<file path="src/rtl/period_counter.sv">
// Free-running modulo counter that wraps after clear_period_i and emits a
// registered one-cycle ready_o strobe whenever an enabled step lands on interrupt_num_i.
module period_counter #(
  parameter int WIDTH_CNT = 5
) (
  input  logic                 clk,
  input  logic                 rst_n,
  input  logic                 en_i,
  input  logic [WIDTH_CNT-1:0] clear_period_i,
  input  logic [WIDTH_CNT-1:0] interrupt_num_i,
  output logic                 ready_o
);

  logic [WIDTH_CNT-1:0] r_cnt;
  logic [WIDTH_CNT-1:0] w_cnt_next;
  logic                 w_match;
  logic                 r_ready;

  // Next count: >= compare so a lowered terminal count wraps instead of running past it.
  always_comb begin
    w_cnt_next = r_cnt;
    if (en_i) begin
      if (r_cnt >= clear_period_i) begin
        w_cnt_next = {WIDTH_CNT{1'b0}};
      end else begin
        w_cnt_next = r_cnt + WIDTH_CNT'(1);
      end
    end else begin
      w_cnt_next = r_cnt;
    end
  end

  // Match is taken on the value being landed, so the strobe lines up with cnt.
  always_comb begin
    w_match = 1'b0;
    if (en_i && (w_cnt_next == interrupt_num_i)) begin
      w_match = 1'b1;
    end else begin
      w_match = 1'b0;
    end
  end

  // Count register.
  always_ff @(posedge clk or negedge rst_n) begin
    if (!rst_n) begin
      r_cnt <= {WIDTH_CNT{1'b0}};
    end else begin
      r_cnt <= w_cnt_next;
    end
  end

  // Strobe register.
  always_ff @(posedge clk or negedge rst_n) begin
    if (!rst_n) begin
      r_ready <= 1'b0;
    end else begin
      r_ready <= w_match;
    end
  end

  assign ready_o = r_ready;

endmodule

</file>
<file path="config.mk">
export PLATFORM = sky130hd
export DESIGN_NAME = period_counter
export DESIGN_NICKNAME = d
export VERILOG_FILES = /design/src/rtl/period_counter.sv
export SDC_FILE = /design/constraint.sdc
export NUM_CORES = 1
export LEC_CHECK = 0
export CORE_MARGIN = 4
export CORE_UTILIZATION = 24
export DETAILED_ROUTE_END_ITERATION = 10
export PLACE_DENSITY = 0.47
export SYNTH_ARGS = -nofsm -noshare
export SYNTH_HDL_FRONTEND = slang
export SYNTH_SLANG_ARGS = --single-unit
</file>
<file path="constraint.sdc">
create_clock -name clk -period 4.7 [get_ports clk]
set_clock_uncertainty 0.05 [all_clocks]
set_input_delay 0.47 -clock clk [delete_from_list [all_inputs] [get_ports clk]]
set_output_delay 0.47 -clock clk [all_outputs]
set_load 0.03 [all_outputs]
</file>
==> impl_results.md <==
* Result of the run: completed
* Antenna diode count at 0
* Root Buffer: sky130_fd_sc_hd__clkbuf_4
* Yosys warnings at 0
* Post-cts repair resize count at 0
* Seq/Total Area, Yosys at 25.4%
* Clock tree from TritonCTS: built
* Routed WL at 1.27 mm
* Via Count at 502
* Crit start category: input port
* Reported max-cap violation count at 0
* Power per standard cell area at 530 mW/mm^2
* Relative contribution of the clock network to total power at 11.5%
* Starting density of the core at 25.9%
* Required time of the worst setup path at 4.79 ns
* Core ar. at 0.00228 mm^2
* Flip-flop and latch count after synthesis at 6
* Area enclosed by the die boundary at 0.00332 mm^2
* Clock buffers created by TritonCTS at 3
* Syn Nets at 84
* Clock transition at the registers of the reported paths at 0.04 ns
* Remaining global-route overflow at 0
* Final hold violation count at 0
* Worst hold-check path type: input port to asynchronous set/reset pin
* Number of setup buffers added after CTS at 0
* Number of design rule violations left after detail routing at 0
* Max clock buf depth at 2
* Library cell with the largest summed area after synthesis: sky130_fd_sc_hd__dfrtp_1
* Post-placement cell count at 103
* Top-level port count at 14
* Depth of the worst register-to-register path at 7
* Final RePlAce weighted congestion at 0.755
* Total iterations of the first detailed-routing run at 4
* Netlist area before placement at 591 um^2
* Final instance count without filler cells at 106
* Count of input and output buffers at 13
* Initial antenna violation count at 0
* Most frequent standard cell in the layout excluding fill and tap cells: sky130_fd_sc_hd__clkdlybuf4s50_1
* Setup slack on the worst flop-to-flop path at 2.53 ns
* Site Rows at 17
* Reg-to-reg critical path startpoint: r_cnt[3]
* Switching fraction of total power at 45.3%
* Type of the worst setup path: input port to flip-flop
* Setup TNS after final layout at 0 ns
* Fillcell total at 239
* Leakage power total at 0.324 nW
* Total internal power at 0.219 mW
* Highest clock frequency the design can meet at 0.425 GHz
* Synth unique cells at 31
* Synthesis-to-layout area growth at 28.4%
* Number of nets in the layout at 99
* Half-perimeter wire length after detailed placement at 1.03 mm
* Final Slew Violations at 0
* Launch point of the worst path: clear_period_i[3]
* Die outline height at 57.6 um
* Post-route ant nets at 0
* Transition time at the pin with the least slew margin at 0.356 ns
* Maximum number of pins on one net before global-route repair at 10
* Minimum setup slack after placement at 2.10 ns
* Proportion of layout cells with a drive suffix above 1 at 14.1%
* Multi-input gate area at 398 um^2
* Vias in the first global route at 489
* Max-slew headroom at 76.2%
* Commonest cells after routing, fill and taps aside: 13 x sky130_fd_sc_hd__clkdlybuf4s50_1, 6 x sky130_fd_sc_hd__inv_1, 6 x sky130_fd_sc_hd__nor2_1, 6 x sky130_fd_sc_hd__ha_1, 6 x sky130_fd_sc_hd__dfrtp_1
* Portion of total power attributed to sequential cells at 29.5%
* Top layer used by detailed routing: met3
* VDD IR-drop max at 0.187 mV
* Critical path peak fanout at 4
* Critical Path Sink Type: flip-flop
* Met2 routed wirelength at 636 um
* Clock latency of the later-clocked register in the worst-skew pair at 0.24 ns
* Register area at 150 um^2
* Most area-consuming cells after synthesis: sky130_fd_sc_hd__dfrtp_1 25%, sky130_fd_sc_hd__ha_1 13%, sky130_fd_sc_hd__xor2_1 7.4%
* Number of vias per cell after detailed routing at 4.74
* Horiz. Die Dim at 57.6 um
* Post-CTS Hold Buffers at 0
* Switch Pwr at 0.182 mW
* Depth of the CTS H-tree at 1
* Wire length per cell after detailed routing at 12.0 um
* Violation count after the first detailed-route iteration at 16
* # setup viols final at 0
* Final worst-path cycle share at 50.1%
* Yosys top cell area share at 25.4%
* DR WL met3 at 52 um
* Gate count of the mapped netlist at 65
* Combinational share of power at 59.0%
* Min Clock Period, post-route at 2.36 ns
* Global Route Usage Sum at 8.02%
* Mean Syn Cell Area at 9.09 um^2
* Met1 routed wirelength after detailed routing at 580 um
* Unrepaired setup endpoints after global routing: no
* Post-layout worst setup margin at 2.34 ns
* Wire length of the first global-routing pass at 2.09 mm
* Crit path arrival time at 2.45 ns
* Clock sink count at 6
* FF-to-FF End: ready_o
* Smallest hold slack at 0.420 ns
## layer usage
metal  global-route usage, %  vias up
li1                        -      261
met5                       0        -
met1                    10.2      231
met3                    1.13        0
met2                    13.1       10
met4                    3.97        0
## power groups by stage
stage	combinational [mW]	sequential, mW	clock [mW]
after floorplan	0.211	0.0938	0
after global placement	0.235	0.120	0
after detailed placement	0.239	0.120	0
after CTS	0.240	0.119	0.0482
after global routing	0.264	0.124	0.0503
final	0.237	0.119	0.0461
## synth_stat cells, drive strengths merged
| library cell | count |
|---|---|
| nand4 | 2 |
| mux2i | 1 |
| mux2 | 1 |
| clkbuf | 1 |
| o31ai | 1 |
| xor2 | 5 |
| nand2b | 1 |
| nand2 | 3 |
| o32a | 1 |
| a21oi | 6 |
| buf | 2 |
| inv | 6 |
| nor2 | 6 |
| a32o | 1 |
| a21o | 1 |
| o21ai | 2 |
| and3 | 1 |
| nand3 | 2 |
| ha | 6 |
| dfrtp | 6 |
| nor3 | 1 |
| a31oi | 1 |
| nor4b | 2 |
| xnor2 | 3 |
| o22ai | 2 |
| o211ai | 1 |
## worst max-delay path: stages
cell	delay, ns
sky130_fd_sc_hd__clkdlybuf4s50_1	0.45
sky130_fd_sc_hd__inv_1	0.04
sky130_fd_sc_hd__ha_1	0.33
sky130_fd_sc_hd__a21o_2	0.23
sky130_fd_sc_hd__a21oi_2	0.25
sky130_fd_sc_hd__o211ai_1	0.15
sky130_fd_sc_hd__xor2_1	0.15
sky130_fd_sc_hd__o31ai_1	0.10
sky130_fd_sc_hd__nor4b_2	0.27
## kinds of logic (layout without fill, tap and decap cells)
family	Yosys count	in the layout	share of synthesized area (%)
AND/OR/NAND/NOR	18	18	17.6
adder cells (fa/ha/maj)	6	6	12.7
buffers and inverters	9	22	7.20
multiplexers	2	2	3.60
AO/OA/AOI/OAI	16	16	21.6
flip-flops	6	6	25.4
XOR/XNOR	8	8	11.9
## sequential cells by signal, summed over array words and instances, names as in the netlist
signal   count
r_cnt        5
ready_o      1
## worst max path at each step
stage / endpoint / slack, ns / depth (start not counted)
after floorplan: ready_o / 2.70 / 8
final: ready_o / 2.34 / 9
after global routing: ready_o / 2.23 / 9
after detailed placement: ready_o / 2.10 / 9
after global placement: ready_o / 2.12 / 9
after CTS: ready_o / 2.33 / 9
## layout make-up
type,instances,share of cell area [%]
inverters,6,2.97
repair buffers,13,17.2
well taps,28,4.62
clock buffers,3,2.97
multi-input cells,50,52.5
flip-flops and latches,6,19.8
## through the flow
step | cell area (um^2) | power [mW] | utilization, %
3_5_place_dp | 736 | 0.359 | 32.3
2_1_floorplan | 591 | 0.305 | -
5_1_grt | 758 | 0.439 | 33.3
6_report | 758 | 0.402 | 33.3
3_3_place_gp | 736 | 0.355 | 32.3
4_1_cts | 758 | 0.408 | 33.3
(Power assumes the default switching activity.)
